File: src/rtl/uart_pkg.sv
// Shared UART definitions: transmitter state encoding, frame constants and
// the baud divisor helper used by both the transmitter and the receiver.
package uart_pkg;

    localparam int unsigned UART_DATA_BITS = 8;
    localparam int unsigned UART_BIT_IDX_W = $clog2(UART_DATA_BITS);

    typedef enum logic [1:0] {
        IDLE  = 2'd0,
        START = 2'd1,
        DATA  = 2'd2,
        STOP  = 2'd3
    } tx_state_t;

    function automatic int unsigned clks_per_bit(input int unsigned freq,
                                                 input int unsigned baud);
        return freq / baud;
    endfunction

endpackage

File: src/rtl/uart_tx_fifo.sv
// Synchronous FIFO with registered occupancy count. Pointers wrap naturally;
// the count is what distinguishes full from empty.
module uart_tx_fifo #(
    parameter int unsigned WIDTH = 8,
    parameter int unsigned DEPTH = 4
) (
    input  logic                     clk,
    input  logic                     rst,
    input  logic                     push,
    input  logic [WIDTH-1:0]         wdata,
    input  logic                     pop,
    output logic [WIDTH-1:0]         rdata,
    output logic                     full,
    output logic                     empty,
    output logic [$clog2(DEPTH):0]   count
);

    localparam int unsigned PTR_W = $clog2(DEPTH);
    localparam int unsigned CNT_W = PTR_W + 1;

    logic [WIDTH-1:0] mem_q [DEPTH];
    logic [PTR_W-1:0] wr_ptr_q, wr_ptr_d;
    logic [PTR_W-1:0] rd_ptr_q, rd_ptr_d;
    logic [CNT_W-1:0] count_q, count_d;
    logic             do_push;
    logic             do_pop;

    assign full  = (count_q == CNT_W'(DEPTH));
    assign empty = (count_q == '0);
    assign count = count_q;
    assign rdata = mem_q[rd_ptr_q];

    // Requests against a full or empty FIFO are silently dropped.
    assign do_push = push && !full;
    assign do_pop  = pop && !empty;

    always_comb begin
        wr_ptr_d = wr_ptr_q;
        rd_ptr_d = rd_ptr_q;
        count_d  = count_q;
        if (do_push) begin
            wr_ptr_d = wr_ptr_q + PTR_W'(1);
        end
        if (do_pop) begin
            rd_ptr_d = rd_ptr_q + PTR_W'(1);
        end
        unique case ({do_push, do_pop})
            2'b10:   count_d = count_q + CNT_W'(1);
            2'b01:   count_d = count_q - CNT_W'(1);
            default: count_d = count_q;
        endcase
    end

    always_ff @(posedge clk) begin
        if (rst) begin
            wr_ptr_q <= '0;
            rd_ptr_q <= '0;
            count_q  <= '0;
        end else begin
            wr_ptr_q <= wr_ptr_d;
            rd_ptr_q <= rd_ptr_d;
            count_q  <= count_d;
        end
    end

    // Storage needs no reset: the cleared count makes stale entries unreachable.
    always_ff @(posedge clk) begin
        if (do_push) begin
            mem_q[wr_ptr_q] <= wdata;
        end
    end

endmodule

File: src/rtl/uart_tx.sv
// 8N1 UART transmitter: bytes enter a small FIFO over valid/ready and are
// serialised LSB first with one start and one stop bit on a registered tx line.
module uart_tx
    import uart_pkg::*;
#(
    parameter int unsigned CLK_FREQ     = 50_000_000,
    parameter int unsigned BAUD         = 115_200,
    parameter int unsigned CLKS_PER_BIT = clks_per_bit(CLK_FREQ, BAUD),
    parameter int unsigned FIFO_DEPTH   = 4
) (
    input  logic                          clk,
    input  logic                          rst,
    input  logic [UART_DATA_BITS-1:0]     data,
    input  logic                          valid,
    output logic                          ready,
    output logic                          tx,
    output logic                          busy,
    output logic [$clog2(FIFO_DEPTH):0]   fifo_count
);

    localparam int unsigned BAUD_W = $clog2(CLKS_PER_BIT);
    localparam logic [BAUD_W-1:0] BAUD_LAST = BAUD_W'(CLKS_PER_BIT - 1);
    localparam logic [UART_BIT_IDX_W-1:0] BIT_LAST = UART_BIT_IDX_W'(UART_DATA_BITS - 1);

    tx_state_t                   state_q, state_d;
    logic [BAUD_W-1:0]           baud_q, baud_d;
    logic [UART_BIT_IDX_W-1:0]   bit_idx_q, bit_idx_d;
    logic [UART_DATA_BITS-1:0]   shift_q, shift_d;
    logic                        tx_q, tx_d;

    logic                        fifo_push;
    logic                        fifo_pop;
    logic                        fifo_full;
    logic                        fifo_empty;
    logic [UART_DATA_BITS-1:0]   fifo_rdata;
    logic                        bit_done;

    assign ready     = !fifo_full;
    assign fifo_push = valid && ready;
    assign bit_done  = (baud_q == BAUD_LAST);

    uart_tx_fifo #(
        .WIDTH (UART_DATA_BITS),
        .DEPTH (FIFO_DEPTH)
    ) u_fifo (
        .clk   (clk),
        .rst   (rst),
        .push  (fifo_push),
        .wdata (data),
        .pop   (fifo_pop),
        .rdata (fifo_rdata),
        .full  (fifo_full),
        .empty (fifo_empty),
        .count (fifo_count)
    );

    always_comb begin
        state_d   = state_q;
        baud_d    = baud_q;
        bit_idx_d = bit_idx_q;
        shift_d   = shift_q;
        fifo_pop  = 1'b0;

        unique case (state_q)
            IDLE: begin
                baud_d    = '0;
                bit_idx_d = '0;
                if (!fifo_empty) begin
                    fifo_pop = 1'b1;
                    shift_d  = fifo_rdata;
                    state_d  = START;
                end
            end
            START: begin
                if (bit_done) begin
                    baud_d    = '0;
                    bit_idx_d = '0;
                    state_d   = DATA;
                end else begin
                    baud_d = baud_q + BAUD_W'(1);
                end
            end
            DATA: begin
                if (bit_done) begin
                    baud_d  = '0;
                    shift_d = {1'b0, shift_q[UART_DATA_BITS-1:1]};
                    if (bit_idx_q == BIT_LAST) begin
                        state_d = STOP;
                    end else begin
                        bit_idx_d = bit_idx_q + UART_BIT_IDX_W'(1);
                    end
                end else begin
                    baud_d = baud_q + BAUD_W'(1);
                end
            end
            STOP: begin
                if (bit_done) begin
                    baud_d    = '0;
                    bit_idx_d = '0;
                    // Chain straight into the next start bit when more data is queued.
                    if (!fifo_empty) begin
                        fifo_pop = 1'b1;
                        shift_d  = fifo_rdata;
                        state_d  = START;
                    end else begin
                        state_d = IDLE;
                    end
                end else begin
                    baud_d = baud_q + BAUD_W'(1);
                end
            end
            default: begin
                state_d = IDLE;
                baud_d  = '0;
            end
        endcase
    end

    // The line level follows the current state, so tx lags the state by one clock.
    always_comb begin
        tx_d = 1'b1;
        unique case (state_q)
            IDLE:    tx_d = 1'b1;
            START:   tx_d = 1'b0;
            DATA:    tx_d = shift_q[0];
            STOP:    tx_d = 1'b1;
            default: tx_d = 1'b1;
        endcase
    end

    always_ff @(posedge clk) begin
        if (rst) begin
            state_q   <= IDLE;
            baud_q    <= '0;
            bit_idx_q <= '0;
            shift_q   <= '0;
            tx_q      <= 1'b1;
        end else begin
            state_q   <= state_d;
            baud_q    <= baud_d;
            bit_idx_q <= bit_idx_d;
            shift_q   <= shift_d;
            tx_q      <= tx_d;
        end
    end

    assign tx   = tx_q;
    assign busy = (state_q != IDLE) || (fifo_count != '0);

endmodule

File: config.mk
export PLATFORM = sky130hd
export DESIGN_NAME = uart_tx
export DESIGN_NICKNAME = d
export VERILOG_FILES = /design/src/rtl/uart_pkg.sv /design/src/rtl/uart_tx_fifo.sv /design/src/rtl/uart_tx.sv
export SDC_FILE = /design/constraint.sdc
export NUM_CORES = 1
export LEC_CHECK = 0
export ABC_AREA = 1
export CORE_MARGIN = 5
export CORE_UTILIZATION = 44
export DETAILED_ROUTE_END_ITERATION = 12
export PLACE_DENSITY = 0.67
export SLEW_MARGIN = 15
export SYNTH_ARGS = -nofsm -noshare
export SYNTH_HDL_FRONTEND = slang
export SYNTH_SLANG_ARGS = --single-unit
File: constraint.sdc
create_clock -name clk -period 5 [get_ports clk]
set_input_delay 0.5 -clock clk [delete_from_list [all_inputs] [get_ports clk]]
set_output_delay 0.5 -clock clk [all_outputs]
set_load 0.01 [all_outputs]
# --- After elaboration in Yosys (flattened, before gate mapping) ---
# Memories as Yosys holds them, arrays and structs flattened. A register that Yosys moved wholly into a read port is not among the register bits.
# Index checks and enable logic that the tools add are counted.
totals:
  elab_cells: 74
  out_inout_bits: 6
  regBits: 30
  memories: 1
  inputBits: 11
  ramBits: 32
classes:
  muxes: 26
  addsub: 6
  eq_ne: 15
  n_reduce_logical: 18
memory_table:
  columns: ["name", "depth", "word_bits", "read_ports", "rd_ports_with_merged_regs", "write_ports", "line", "rtl"]
  rows:
  - ["u_fifo.mem_q", 4, 8, 1, 1, 1, "uart_tx_fifo.sv:21", "logic [WIDTH-1:0] mem_q [DEPTH];"]
ops:
  columns: ["op", "n"]
  rows:
  - ["$mux W8", 3]
  - ["$pmux W8 S3", 1]
  - ["$pmux W9 S2", 1]
  - ["$mux W2", 7]
  - ["$ne A2 B2 Y1 const B", 6]
  - ["$add A9 B1 Y9 const B", 1]
  - ["$eq A9 B9 Y1 const B", 1]
  - ["$mux W3", 3]
  - ["$mux W9", 1]
  - ["$pmux W3 S3", 1]
  - ["$pmux W2 S4", 1]
  - ["$add A3 B1 Y3 const B", 2]
  - ["$eq A2 B2 Y1 const B", 3]
  - ["$eq A3 B3 Y1 const B", 2]
  - ["$pmux W3 S2", 1]
  - ["$reduce_and A3 Y1", 2]
  - ["$reduce_bool A3 Y1", 2]
  - ["$mux W1", 5]
  - ["$reduce_and A5 Y1", 1]
  - ["$add A2 B1 Y2 const B", 2]
  - ["$eq A2 B1 Y1 const B", 2]
  - ["$reduce_bool A2 Y1", 2]
  - ["$reduce_or A2 Y1", 2]
  - ["$logic_and A1 B1 Y1", 3]
  - ["9 further kinds", 10]

# --- Logic depth before layout (Yosys ltp) ---
depth:
  ltp_word: 7
  depth_mapped: 15
  ltp_nobuf: 15

# --- Hierarchy ---
# From an unflattened synthesis, not the netlist that was laid out.
hier_totals:
  cells_unflattened: 315
  area_unflattened_um2: 3036.7
modules_own_cells:
  columns: ["mod", "instances", "cells_per_inst", "seq_area_each_um2", "area_each_um2"]
  rows:
  - ["uart_tx_fifo", 1, 146, 1141.1, 1691.6]
  - ["uart_tx", 1, 169, 460.4, 1345.0]

# --- Worst setup path after synthesis ---
# No wires, ideal clock.
synth_timing:
  path_type: "register -> register"
  startpoint: "reg state_q[0]"
  endpoint: "reg u_fifo.count_q[2] (netlist: u_fifo.count[2])"
  setup_slack_ns: 2.806
  period_less_slack_ns: 2.194
  stages_incl_launch_ff: 14
  required_time_ns: 4.878
  t_arrival_ns: 2.072
  n_path_buf: 0
  setup_time_ns: 0.122
  path_cell_list: "dfxtp_1 > inv_1 > ha_1 > inv_1 > nand2_1 > nand3b_1 > inv_1 > ha_1 > inv_1 > fa_1 > a21oi_1 > o21ai_0 > o21ai_0 > a21oi_1"
synth_between:
  elab_chain_cells: 5
  elab_cells_between_ends: 8
  cone_classes: "eq/ne (3); mux (2); reduce/logical (3)"
synth_rtl:
  columns: ["item", "line", "rtl"]
  rows:
  - ["start: declaration", "uart_tx.sv:25", "tx_state_t state_q, state_d;"]
  - ["start signal: assignment", "uart_tx.sv:139", "state_q <= state_d;"]
  - ["$eq A2 B2 Y1 or $logic_not A2 Y1 (tied branches)", "uart_tx.sv:64", "unique case (state_q)"]
  - ["$pmux W1 S2 (*)", "uart_tx.sv:64", null]
  - ["$logic_and A1 B1 Y1 (*)", "uart_tx_fifo.sv:35", "assign do_pop = pop && !empty;"]
  - ["net u_fifo.do_pop", "uart_tx_fifo.sv:26", "logic do_pop;"]
  - ["$eq A2 B1 Y1 or $eq A2 B2 Y1 (tied branches)", "uart_tx_fifo.sv:47", "unique case ({do_push, do_pop})"]
  - ["$pmux W3 S2 or $reduce_bool A2 Y1 (tied branches)", null, null]
  - ["end signal: assignment", "uart_tx_fifo.sv:62", "count_q <= count_d;"]
  - ["end: declaration", "uart_tx_fifo.sv:24", "logic [CNT_W-1:0] count_q, count_d;"]
# Mark *: on every way through the listed nets, which the timed path passes. The rest lies on a longest branch.
# A chain may end at the register's enable or synchronous reset.

# --- Worst setup path after layout ---
# Ends and elaborated chain as after synthesis.

==> reports/results.env <==
RUN_STATUS='finished clean'
TIMING.FINAL.CRIT_SHARE_PCT=49.5
FINAL_MAX_SLEW_VIOL_COUNT=0
DP.CELLS=438
FIRST_ITER_VIOLATIONS=115
NUMBER_OF_ANTENNA_VIOLATIONS_AT_THE_FIRST_CHECK_IN_GLOBAL_ROUTING=0
CRITPATHMAXFANOUT=5
NUM_ANTENNA_CELLS=0
GRT_START_MAX_NET_PINS=20
MULTI_INPUT_AREA_MM2=0.00115
GRT_PASS1_WL_MM=8.89
YS_SEQ_AREA_SHARE_PCT=54.2
POST-ROUTE-WORST-SETUP-SLACK_NS=2.52
GLOBALPLACE.CONGESTION=0.759
CP_MAX_STAGE_DELAY_NS=0.42
CTS-HTREE-LEVELS=3
OVERFLOW=0
FRACTION_OF_LAYOUT_INSTANCES_USING_A_DRIVE_STRENGTH_ABOVE_1_PCT=6.37
POSTCTSHOLDBUFS=0
SYNTH_LARGEST_TYPE_AREA_FRACTION_PCT=32.5
RSZ0062_AT_GRT='false'
DETAILED_PLACE_HPWL_MM=3.62
TIMING_HOLD_VIOLATIONS_FINAL=0
WORSTPATHREQUIRED_NS=5.22
POST_LAYOUT_NONFILLER_INSTANCES=454
TIGHTEST_SLEW_NS=0.783
SYNTHDOMINANTAREACELLTYPE='edfxtp_1'
START_UTIL_PCT=45.8
RELSLEWSLACK_PCT=47.6
SYNTH_WARNINGS=0
DIE_WIDTH_UM=92.0
WL_PER_CELL_UM=11.3
POSTROUTEANTENNANETS=0
HOLD_CLASS='flip-flop to flip-flop'
WORST_EP_ARRIVAL_TIME_NS=2.70
FINAL.MIN_CLOCK_PERIOD_NS=2.48
POSTROUTEWIRELENGTH_MM=5.13
MAX_CLOCK_FREQ_MHz=404
SYNTH.FF_LATCH_COUNT=64
DP_SLACK_NS=2.56
STD_CELL_ROWS=29
CP_SLOWEST_CELL='dfxtp_1'
LARGEST_CELLS_BY_AREA_AFTER_SYNTHESIS='edfxtp_1 (33%), dfxtp_1 (22%), nand2_1 (17%)'
NFILLCELLS=615
ROUTED_VIA_DENSITY=4.77
LEAKAGE_nW=1.45
MAPPEDNETLISTNETS=377
SEQCELLAREA_MM2=0.00160
POST-CTS-SETUP-BUFFER-COUNT=0
POWER_PER_CELL_AREA_mW_PER_MM2=541
DESIGN.FINAL.NETS=397
REGTOREGSETUPSLACK_NS=2.52
CTS_ROOT_BUFFER='clkbuf_8'
NUMPORTBUFFERS=16
CLKTRANSATPATHREGS_NS=0.07
CRIT_TOP_CELL='inv_1'
CTS_TREE='yes'
SETUP_VIOL=0
DRCVIOLATIONCOUNT=0
POSTCTSRESIZEDCELLS=0
VDD_IR_DROP_MAX_V=0.000268
HOLD_SLACK_FINAL_NS=0.464
CLK_LATENCY_NS=0.34
CAP_VIOLATIONS=0
AREA_DELTA_SYNTH_FINAL_PCT=14.2
MAPPED_CELL_AREA_MM2=0.00296
CRIT_CHAIN='inv_1 -> ha_1 -> inv_1 -> nand2_1 -> nand3b_1 -> inv_1 -> ha_1 -> inv_1 -> fa_1 -> a21oi_1 -> o21ai_0 -> o21ai_0 -> a21oi_1'
VIAS=2164
END_KIND='flip-flop'
GRT_UTIL_ALL_LAYERS_PCT=13.3
CP-START-KIND='flip-flop'
SYNTH.LIB_CELLS_USED.DISTINCT=30
GRT_PASS1_VIAS=2059
CTS.SINKS=64
DIEHEIGHT_UM=92.0
CORE_AREA_MM2=0.00646
I_O_PIN_CNT=17
NETLIST_INSTANCES=352
CRITICAL_PATH_CLASS='flip-flop to flip-flop'
CTS_MAX_PATH_BUFFERS=2
NUMBER_OF_BUFFERS_INSERTED_DURING_CLOCK_TREE_SYNTHESIS=9
TOTALNEGATIVESETUPSLACK_NS=0
SYN_AVG_CELL_AREA_UM2=8.40
FINAL.SETUP_SKEW_NS=0.00960
DESIGN.DIE.AREA_MM2=0.00846
DRT_PRE_ANTENNA_ITERS=4
-- metal layers --
layer | track usage (%) | wire length [um] | part of all wire [%] | up-vias
met2 | 21.7 | 2470 | 48 | 29
li1 | - | - | - | 1147
met3 | 3.93 | 171 | 3.3 | 5
met1 | 16.1 | 2430 | 47 | 983
met4 | 6.68 | 61 | 1.2 | 0
met5 | 0 | 0 | 0 | -
-- cells in the mapped netlist --
cell	count
nand2_1	135
nor2_1	39
nand3_2	1
nor3b_1	2
o21ai_1	1
inv_1	37
inv_2	3
ha_1	13
o21ai_4	1
nor2_2	1
buf_2	2
o211ai_1	1
xor2_1	3
nor3_1	1
buf_6	1
nand3b_1	1
clkbuf_1	1
o21ai_0	8
xnor2_1	1
nand3_1	11
fa_1	1
o21bai_1	1
edfxtp_1	32
dfxtp_1	32
nand2_2	2
nand2_4	1
nand4_1	2
buf_4	3
a21oi_1	14
clkinv_1	1
-- kinds of logic after synthesis --
kind of cell    count (synthesis)  synth area share, %
xor+xnor                        4                 1.19
flops                          64                 54.2
fa+ha+maj                      14                 6.18
compound gates                 26                 4.95
simple gates                  196                 26.7
buf+inv                        48                 6.82
-- critical path, delay by kind of cell (launching register included) --
kind,cells,cell delay [ns]
flip-flops,1,0.42
buffers and inverters,4,0.36
AO/OA/AOI/OAI,4,0.48
adder cells (fa/ha/maj),3,0.84
AND/OR/NAND/NOR,2,0.27
-- state kept, by name, indices dropped and copies added, names as in the netlist, named ones only --
register / cells
bit_idx_q: 3
u_fifo.count: 3
state_q: 2
u_fifo.rd_ptr_q: 2
shift_q: 8
u_fifo.mem_q: 32
tx: 1
baud_q: 9
u_fifo.wr_ptr_q: 2
-- through the flow --
step,cell area [um^2],power [W],utilization [%]
after global routing,3370,0.00198,52.2
after CTS,3370,0.00185,52.2
after detailed placement,3160,0.00137,49.0
after global placement,3160,0.00136,49.0
after floorplan,2960,0.00122,-
final,3370,0.00183,52.2
-- power by group --
group          switching [W]  internal (W)
Sequential         0.0000665      0.000642
Clock               0.000191      0.000276
Combinational       0.000412      0.000239
Total               0.000670       0.00116
-- cell usage in the layout (no fill, tap or decap), drive strengths merged --
master         count
clkdlybuf4s50     16
nor3b              2
o21bai             1
bufinv             2
nor3               1
nand3b             1
o211ai             1
xnor2              1
nor2              40
dfxtp             32
a21oi             14
fa                 1
ha                13
clkinvlp           1
edfxtp            32
xor2               3
nand2            138
clkbuf             9
clkinv             5
nand4              2
inv               40
o21ai             10
nand3             12
-- final timing paths --
| kind | end | cells past startpoint | from |
|---|---|---|---|
| worst max-delay path | u_fifo.count[2] | 13 | state_q[0] |
| worst min-delay path | bit_idx_q[2] | 2 | bit_idx_q[2] |
| worst max register to register | u_fifo.count[2] | 13 | state_q[0] |
| worst min register to register | bit_idx_q[2] | 2 | bit_idx_q[2] |
-- final cells by class --
class / count / share of cell area, %
Tap cell: 77 / 2.86
Multi-Input combinational cell: 240 / 34.1
Sequential cell: 64 / 47.5
Inverter: 41 / 4.56
Timing Repair Buffer: 16 / 4.75
Clock inverter: 7 / 2.56
Clock buffer: 9 / 3.67
Note: power is estimated with default switching activity, not from simulation.
